===== config.mk =====
export PLATFORM = sky130hd
export DESIGN_NAME = dmem_bytelane
export DESIGN_NICKNAME = d
export VERILOG_FILES = /design/src/rtl/dmem_pkg.sv /design/src/rtl/dmem_clear_ctrl.sv /design/src/rtl/dmem_bytelane.sv
export SDC_FILE = /design/constraint.sdc
export NUM_CORES = 2
export LEC_CHECK = 0
export ABC_AREA = 1
export CORE_MARGIN = 2
export CORE_UTILIZATION = 45
export DETAILED_ROUTE_END_ITERATION = 8
export HOLD_SLACK_MARGIN = 0.15
export PLACE_DENSITY = 0.63
export SETUP_SLACK_MARGIN = 0.2
export SLEW_MARGIN = 20
export SYNTH_ARGS = -nofsm -noshare
export SYNTH_HDL_FRONTEND = slang
export SYNTH_HIERARCHICAL = 1
export SYNTH_SLANG_ARGS = --single-unit

===== constraint.sdc =====
create_clock -name clk -period 4.5 [get_ports clk]
set_clock_uncertainty 0.15 [all_clocks]
set_input_delay 0.45 -clock clk [delete_from_list [all_inputs] [get_ports clk]]
set_output_delay 0.45 -clock clk [all_outputs]
set_load 0.02 [all_outputs]

===== src/rtl/dmem_pkg.sv =====
// Shared definitions for the byte-lane data memory: RV32I load/store size
// codes, clear-controller state encoding and the alignment helper.
package dmem_pkg;

    // RV32I funct3 codes for loads/stores; anything else is handled as a word.
    localparam logic [2:0] F3_B  = 3'b000;
    localparam logic [2:0] F3_H  = 3'b001;
    localparam logic [2:0] F3_W  = 3'b010;
    localparam logic [2:0] F3_BU = 3'b100;
    localparam logic [2:0] F3_HU = 3'b101;

    typedef enum logic {
        CLEAR = 1'b0,
        READY = 1'b1
    } dmem_state_t;

    // True when the byte offset is not naturally aligned for the access size.
    function automatic logic size_misaligned(input logic [2:0] funct3,
                                             input logic [1:0] addr_lo);
        case (funct3)
            F3_B, F3_BU: return 1'b0;
            F3_H, F3_HU: return addr_lo[0];
            default:     return addr_lo != 2'b00;
        endcase
    endfunction

endpackage


===== src/rtl/dmem_clear_ctrl.sv =====
// Post-reset clear sequencer: walks every word index once, asserting a
// write strobe for each, then parks in READY until the next reset.
module dmem_clear_ctrl
    import dmem_pkg::*;
#(
    parameter int DEPTH  = 64,
    parameter int ADDR_W = $clog2(DEPTH)
) (
    input  logic              clk,
    input  logic              reset,
    output logic              clr_we,
    output logic [ADDR_W-1:0] clr_idx,
    output logic              busy
);

    localparam logic [ADDR_W-1:0] LAST_IDX = ADDR_W'(DEPTH - 1);

    dmem_state_t       state;
    logic [ADDR_W-1:0] cnt;

    // Sweep state and counter; a low reset on any edge restarts the sweep.
    // NOTE: sequential state uses non-blocking assignments so every register
    // samples pre-edge values regardless of block evaluation order.
    always_ff @(posedge clk) begin
        if (!reset) begin
            state <= CLEAR;
            cnt   <= '0;
        end else begin
            case (state)
                CLEAR: begin
                    cnt <= cnt + 1'b1;
                    if (cnt == LAST_IDX) begin
                        state <= READY;
                    end
                end
                default: state <= READY;
            endcase
        end
    end

    // The reset edge itself must not write, so the strobe is gated by reset.
    assign clr_we  = (state == CLEAR) && reset;
    assign clr_idx = cnt;
    assign busy    = (state == CLEAR);

endmodule


===== src/rtl/dmem_bytelane.sv =====
// Byte-addressed, word-organised data memory with RV32I load/store sizing,
// byte-lane write enables and a hardware clear sweep after reset.
// Optional feature: define DMEM_MISALIGN_TRAP_EN to flag and suppress
// misaligned accesses instead of forcing them to natural alignment.
module dmem_bytelane
    import dmem_pkg::*;
#(
    parameter int DEPTH = 64
) (
    input  logic        clk,
    input  logic        reset,
    input  logic [31:0] in_address,
    input  logic [31:0] in_write_data,
    input  logic        in_write_enable,
    input  logic        in_read_enable,
    input  logic [2:0]  in_funct3,
    output logic [31:0] out_data,
    output logic        out_busy,
    output logic        out_misaligned
);

    localparam int ADDR_W = $clog2(DEPTH);

    logic [31:0]       mem [DEPTH];
    logic              clr_we;
    logic [ADDR_W-1:0] clr_idx;
    logic              ready;
    logic [ADDR_W-1:0] idx;
    logic [1:0]        lane_off;
    logic [3:0]        byte_en;
    logic [31:0]       wr_lanes;
    logic [31:0]       rd_word;
    logic [31:0]       rd_shift;
    logic [31:0]       rd_ext;
    logic              trap;
    logic              store_en;
    logic              unused_addr;

    dmem_clear_ctrl #(
        .DEPTH  (DEPTH),
        .ADDR_W (ADDR_W)
    ) u_clear_ctrl (
        .clk     (clk),
        .reset   (reset),
        .clr_we  (clr_we),
        .clr_idx (clr_idx),
        .busy    (out_busy)
    );

    assign ready       = !out_busy;
    assign idx         = in_address[ADDR_W+1:2];
    assign unused_addr = ^in_address[31:ADDR_W+2];

`ifdef DMEM_MISALIGN_TRAP_EN
    assign trap           = size_misaligned(in_funct3, in_address[1:0]);
    assign out_misaligned = ready && (in_write_enable || in_read_enable) && trap;
`else
    assign trap           = 1'b0;
    assign out_misaligned = 1'b0;
`endif

    // Lane offset forced to natural alignment, plus store lane enables/data.
    // NOTE: every output gets a default first so no path leaves a latch.
    always_comb begin
        lane_off = 2'b00;
        byte_en  = 4'b1111;
        wr_lanes = in_write_data;
        case (in_funct3)
            F3_B, F3_BU: begin
                lane_off = in_address[1:0];
                byte_en  = 4'b0001 << lane_off;
                wr_lanes = {4{in_write_data[7:0]}};
            end
            F3_H, F3_HU: begin
                lane_off = {in_address[1], 1'b0};
                byte_en  = 4'b0011 << lane_off;
                wr_lanes = {2{in_write_data[15:0]}};
            end
            default: ;
        endcase
    end

    assign store_en = ready && reset && in_write_enable && !trap;

    // Array write port: clear sweep has priority, otherwise lane-masked stores.
    // NOTE: the array has no reset branch; the clear FSM zeroes it instead,
    // which keeps it mappable onto block RAM.
    always_ff @(posedge clk) begin
        if (clr_we) begin
            mem[clr_idx] <= '0;
        end else if (store_en) begin
            for (int i = 0; i < 4; i++) begin
                if (byte_en[i]) begin
                    mem[idx][8*i +: 8] <= wr_lanes[8*i +: 8];
                end
            end
        end
    end

    // Combinational load path: lane extraction and sign/zero extension.
    always_comb begin
        rd_word  = mem[idx];
        rd_shift = rd_word >> {lane_off, 3'b000};
        case (in_funct3)
            F3_B:    rd_ext = {{24{rd_shift[7]}}, rd_shift[7:0]};
            F3_H:    rd_ext = {{16{rd_shift[15]}}, rd_shift[15:0]};
            F3_BU:   rd_ext = {24'h0, rd_shift[7:0]};
            F3_HU:   rd_ext = {16'h0, rd_shift[15:0]};
            default: rd_ext = rd_word;
        endcase
    end

    assign out_data = (ready && in_read_enable && !trap) ? rd_ext : 32'h0;

endmodule


# Word-level counts from Yosys, hierarchy flattened
# Memory sizes are Yosys's and may differ from the RTL's.
# Index checks and enable logic that the tools add are counted.
[totals]
reg_bits = 7
mem_bits_rw = 2048
inputBits = 71
out_inout_bits = 34
n_memories = 1
[memory_table]
columns = ["name", "words", "word_bits", "read_ports", "rd_ports_with_merged_regs", "wr", "line_no", "source"]
rows = [
  ["mem", 64, 32, 1, 0, 1, "dmem_bytelane.sv:24", "logic [31:0] mem [DEPTH];"],
]
[classes]
addsub = 1
n_eq_ne = 4
shift = 3
muxes = 28
bitwise_logic = 1
n_reduce_logical = 8
[op_table]
columns = ["cell", "count"]
rows = [
  ["$pmux W32 S4", 1],
  ["$mux W32", 2],
  ["$pmux W32 S2", 1],
  ["$reduce_or A32 Y1", 1],
  ["$shr A32 B5 Y16", 1],
  ["$mux W1", 20],
  ["$pmux W4 S2", 1],
  ["$add A6 B1 Y6 const B", 1],
  ["$eq A3 B3 Y1 const B", 2],
  ["$eq A6 B6 Y1 const B", 1],
  ["$mux W6", 1],
  ["$logic_and A1 B1 Y1", 4],
  ["$mux W4", 1],
  ["$pmux W2 S2", 1],
  ["$reduce_or A2 Y1", 2],
  ["$shl A1 B2 Y4 const A", 1],
  ["$shl A2 B2 Y4 const A", 1],
  ["$eq A3 B1 Y1 const B", 1],
  ["$logic_not A3 Y1", 1],
  ["$not A1 Y1", 1],
]

# Depth between registers and ports, before layout
[logic_depth]
ltp_word = 9
mapped_depth = 21
ltp_nobuf = 17

# Hierarchy
# The synthesis kept the hierarchy.
[modules_own_cells]
columns = ["mod", "n_inst", "cells_each", "area_per_inst_um2", "seq_area_each_um2"]
rows = [
  ["dmem_bytelane", 1, 7140, 83679.0, 61499.0],
  ["dmem_clear_ctrl", 1, 45, 336.6, 140.1],
]

# Least setup slack after synthesis
# No wires, ideal clock.
[synth_timing]
kind = "input port to flip-flop"
start = "input port in_address[1]"
end = "memory mem[0][14] (data pin)"
setup_time_ns = 0.500
t_arrival_ns = 3.390
t_required_ns = 3.850
slack_ns = 0.460
stages = 12
path_buffers = 2
path_cell_list = "inv_1 -> nor2_1 -> inv_2 -> nor2_4 -> inv_2 -> a211oi_2 -> nor3_1 -> nand2_1 -> inv_1 -> buf_2 -> buf_1 -> nor2_1"
[synth_between]
elab_chain_cells = 8
elab_cells_between_ends = 21
cone_classes = "shift (2); mux (18); reduce/logical (1)"
[synth_rtl]
columns = ["element", "line_no", "source"]
rows = [
  ["start: declaration", "dmem_bytelane.sv:12", "input logic [31:0] in_address,"],
  ["$shl A2 B2 Y4 or $shl A1 B2 Y4 (tied branches)", "dmem_bytelane.sv:76, dmem_bytelane.sv:71", ""],
  ["$pmux W4 S2 (*)", "dmem_bytelane.sv:68", "case (in_funct3)"],
  ["$mux W1", "dmem_bytelane.sv:93", "if (byte_en[i]) begin"],
  ["$mux W1", "dmem_bytelane.sv:91", "end else if (store_en) begin"],
  ["$mux W1", "dmem_bytelane.sv:89", "if (clr_we) begin"],
  ["$mux W1 (not written as such)", "dmem_bytelane.sv:94", "mem[idx][8*i +: 8] <= wr_lanes[8*i +: 8];"],
  ["$reduce_or A32 Y1 (no line) (*)", "n/a", ""],
  ["$mux W32 (no line) (*)", "n/a", ""],
  ["end: declaration", "dmem_bytelane.sv:24", ""],
]
# Mark *: on every way between the ends. The rest lies on a longest branch, timed or not.

# Worst setup path in the final report
[layout_timing]
start = "input port in_address[2]"
end = "output port out_data[13]"
[layout_between]
elab_chain_cells = 4
[layout_rtl]
columns = ["element", "line_no", "source"]
rows = [
  ["$mem_v2 Z64 W32 (*)", "n/a", ""],
  ["$shr A32 B5 Y16", "dmem_bytelane.sv:103", "rd_shift = rd_word >> {lane_off, 3'b000};"],
  ["$pmux W32 S4 (*)", "dmem_bytelane.sv:104", "case (in_funct3)"],
  ["$mux W32 (*)", "dmem_bytelane.sv:113", "assign out_data = (ready && in_read_enable && !trap) ? rd_ext : 32'h0;"],
  ["end: declaration", "dmem_bytelane.sv:17", "output logic [31:0] out_data,"],
]
# Marked as above.

==> metrics.txt <==
# TYPE chip_impl_metric gauge
chip_impl_info{name="status",value="complete, no violations"} 1
chip_impl_metric{name="cts_inserted_buffers",unit=""} 204
chip_impl_metric{name="initial_antenna_violation_count",unit=""} 10
chip_impl_metric{name="comb_power_share",unit="%"} 6.2
chip_impl_metric{name="global_route.overflow_total",unit=""} 0
chip_impl_metric{name="wl",unit="mm"} 256
chip_impl_metric{name="clk-insertion-delay-late",unit="ns"} 0.85
chip_impl_metric{name="worstPathRequired",unit="ns"} 3.90
chip_impl_info{name="cp-start-kind",value="primary input"} 1
chip_impl_metric{name="ys_types",unit=""} 33
chip_impl_info{name="layout_commonest_cell",value="edfxtp_1"} 1
chip_impl_metric{name="die_w",unit="microns"} 436
chip_impl_metric{name="worst-endpoint-arrival",unit="ns"} 3.77
chip_impl_metric{name="finalInstanceArea",unit="sq um"} 99300
chip_impl_metric{name="global_route.usage.total",unit="%"} 26.3
chip_impl_metric{name="power.net_switching",unit="mW"} 8.99
chip_impl_info{name="grt_setup_unrepaired",value="true"} 1
chip_impl_metric{name="syn_avg_cell_area",unit="sq um"} 11.7
chip_impl_metric{name="share_clk_of_total_power",unit="%"} 42.0
chip_impl_metric{name="final_core_util",unit="%"} 53.5
chip_impl_metric{name="cp_max_fo",unit=""} 34
chip_impl_metric{name="setup_viol",unit=""} 0
chip_impl_metric{name="maxCapViolations",unit=""} 0
chip_impl_metric{name="post-place-ws",unit="ns"} -0.0528
chip_impl_metric{name="post_synth_instance_area",unit="sq um"} 84000
chip_impl_metric{name="p_leak",unit="nW"} 37.8
chip_impl_metric{name="syn2layout_area_growth",unit="%"} 18.2
chip_impl_metric{name="first_pass_grt_wire_length",unit="mm"} 369
chip_impl_metric{name="internal_power",unit="mW"} 31.2
chip_impl_metric{name="pwr-share-seq",unit="%"} 51.8
chip_impl_metric{name="max-vdd-ir-drop",unit="mV"} 0.393
chip_impl_metric{name="max-clock-path-buffers",unit=""} 3
chip_impl_metric{name="routed_via_density",unit=""} 5.68
chip_impl_metric{name="power_switching_share",unit="%"} 22.4
chip_impl_metric{name="cts.sinks",unit=""} 2055
chip_impl_metric{name="synth_fp_nets",unit=""} 7257
chip_impl_metric{name="totalNegativeSetupSlack",unit="ns"} 0
chip_impl_metric{name="num_vias",unit=""} 58393
chip_impl_metric{name="htreeDepth",unit=""} 4
chip_impl_metric{name="dp_hpwl",unit="mm"} 162
chip_impl_metric{name="layout_worst_path_cycle_share",unit="%"} 97.1
chip_impl_metric{name="report.final.hold_viol_count",unit=""} 0
chip_impl_metric{name="ys_seq_elements",unit=""} 2055
chip_impl_metric{name="maximum_number_of_pins_on_one_net_before_global_route_repair",unit=""} 115
chip_impl_metric{name="initial_core_util",unit="%"} 45.3
chip_impl_metric{name="core",unit="sq um"} 185000
chip_impl_metric{name="drc_errors",unit=""} 0
chip_impl_metric{name="final_net_count",unit=""} 7696
chip_impl_metric{name="syn_inst",unit=""} 7185
chip_impl_metric{name="dpl-instance-area",unit="sq um"} 92100
chip_impl_metric{name="worst_setup_hold_path_clk_slew",unit="ns"} 0.06
chip_impl_metric{name="fillers",unit=""} 15563
chip_impl_info{name="worst-setup-path-type",value="primary input to output pin"} 1
chip_impl_metric{name="max-slew-margin-rel",unit="%"} 38.0
chip_impl_metric{name="vias_in_the_first_global_route",unit=""} 55165
chip_impl_metric{name="count_of_input_and_output_buffers",unit=""} 79
chip_impl_metric{name="yosys_warnings",unit=""} 6
chip_impl_metric{name="drt.antenna.violating_nets",unit=""} 0
chip_impl_info{name="layout.cells.most_common_list",value="2048 x edfxtp_1, 1678 x nand2_1, 1332 x nand3_1"} 1
chip_impl_metric{name="core.rowCount",unit=""} 158
chip_impl_metric{name="die_h",unit="microns"} 436
chip_impl_metric{name="seq_area_frac_synth",unit="%"} 73.4
chip_impl_metric{name="firstDrtPassIters",unit=""} 6
chip_impl_metric{name="floorplan.io_pins",unit=""} 105
chip_impl_metric{name="period_minus_slack",unit="ns"} 4.37
chip_impl_metric{name="final-max-slew-violation-count",unit=""} 0
chip_impl_metric{name="first_iter_violations",unit=""} 7151
chip_impl_metric{name="gpl.final_weighted_congestion",unit=""} 0.993
chip_impl_metric{name="fp.dieArea",unit="sq um"} 190000
chip_impl_info{name="clock-root-buffer",value="clkbuf_16"} 1
chip_impl_metric{name="drive_gt1_share",unit="%"} 13.4
chip_impl_metric{name="final_routed_wire_length_divided_by_cell_count",unit="microns"} 24.9
chip_impl_metric{name="power.density_cell_area",unit="nW/um^2"} 404
chip_impl_info{name="setup.worst_path.end_class",value="output pin"} 1
chip_impl_metric{name="clock.fmax",unit="GHz"} 0.229
chip_impl_metric{name="final_ws_setup",unit="ns"} 0.129
chip_impl_info{name="cts_tree",value="built"} 1
chip_impl_metric{name="max_slew.worst_pin.slew",unit="ns"} 0.927
chip_impl_metric{name="whs",unit="ns"} 0.352
chip_impl_info{name="min_path_type",value="register to register"} 1
-- per-stage QoR --
stage,power [mW],instances
after floorplan,22.5,7185
after global placement,23.6,9885
after detailed placement,23.6,9885
after CTS,40.2,10265
after global routing,41.2,10279
final,40.1,10283
-- power groups by stage --
stage	Combinational [mW]	Sequential [mW]	Clock (mW)
finish	2.48	20.8	16.9
global route	2.64	20.8	17.7
CTS	2.38	20.8	17.0
global placement	2.35	21.2	0
detailed placement	2.37	21.2	0
floorplan	1.34	21.2	0
-- final cells by class --
type / count / area [sq um] / share of cell area (%)
antenna: 6 / 15.0 / 0.0151
tap: 2480 / 3100 / 3.13
clock buffer: 258 / 5350 / 5.39
multi-input combinational: 4563 / 20500 / 20.7
clock inverter: 121 / 1290 / 1.30
timing repair buffer: 726 / 7040 / 7.09
sequential: 2055 / 61600 / 62.1
inverter: 74 / 319 / 0.321
-- worst paths after layout --
| kind | start | end | slack, ns | cells after the start |
|---|---|---|---|---|
| worst max-delay path | in_address[2] | out_data[13] | 0.13 | 19 |
| worst min-delay path | u_clear_ctrl/clr_idx[4] | u_clear_ctrl/clr_idx[4] | 0.35 | 2 |
| worst max register to register | u_clear_ctrl/state | mem[33][23] | 0.60 | 15 |
| worst min register to register | u_clear_ctrl/clr_idx[4] | u_clear_ctrl/clr_idx[4] | 0.35 | 2 |
-- sequential cells by signal (all words and copies together) (netlist names) --
signal / count
mem: 2048
u_clear_ctrl/clr_idx: 6
u_clear_ctrl/state: 1
-- worst max-delay path, stage by stage --
cell and delay (ns):
buf_8 0.22, buf_16 0.25, buf_12 0.23, buf_4 0.24, nand2_1 0.07, nand3_1 0.08, nand3_1 0.07, nand3_1 0.14
nand3_1 0.25, nand3_1 0.41, nand3_1 0.19, nand2_1 0.09, nand2_1 0.05, nand2_1 0.06, nand2_1 0.05, nand3_1 0.10
nand2_1 0.07, inv_1 0.05, clkdlybuf4s50_1 0.60
-- cells by family (layout without fill, tap and decap cells) --
logic type	after synthesis	in the layout	synth area share, %
compound gates	725	725	4.68
flops	2055	2055	73.4
fa+ha+maj	1	1	0.0149
other cells	1	7	0.00446
simple gates	3836	3836	19.3
buf+inv	567	1179	2.65
-- synthesized netlist by cell type (all sizes together) --
library cell  instances  area (sq um)
nand4                 2          12.5
nor2                789          3030
nand3              1345          6740
and2                 10          62.6
a31oi                 4          25.0
nor3                  2          10.0
nand2              1688          6350
ha                    1          12.5
buf                 148           649
a211oi                2          20.0
dfxtp                 7           140
edfxtp             2048         61500
o22ai               223          1400
inv                  73           277
a21oi                30           154
o21ai               466          2340
clkinv                1          3.75
conb                  1          3.75
clkbuf              345          1290
-- layer usage --
| metal | vias to the layer above | track usage [%] | wire (microns) |
|---|---|---|---|
| li1 | 26533 | - | - |
| met1 | 28611 | 34.1 | 98400 |
| met2 | 2675 | 41.1 | 118000 |
| met3 | 564 | 5.93 | 23000 |
| met4 | 10 | 14.7 | 16000 |
| met5 | - | 0 | 73 |
-- repair_timing --
action / in CTS / in global routing
pin swaps: 0 / 1
hold buffers: 1 / 0
resized for setup: 10 / 53
endpoints found under the hold margin: 3 / 0
gates cloned: 0 / 6
endpoints found under the setup margin: 17 / 63
setup buffers: 0 / 6
(Power assumes the default switching activity.)
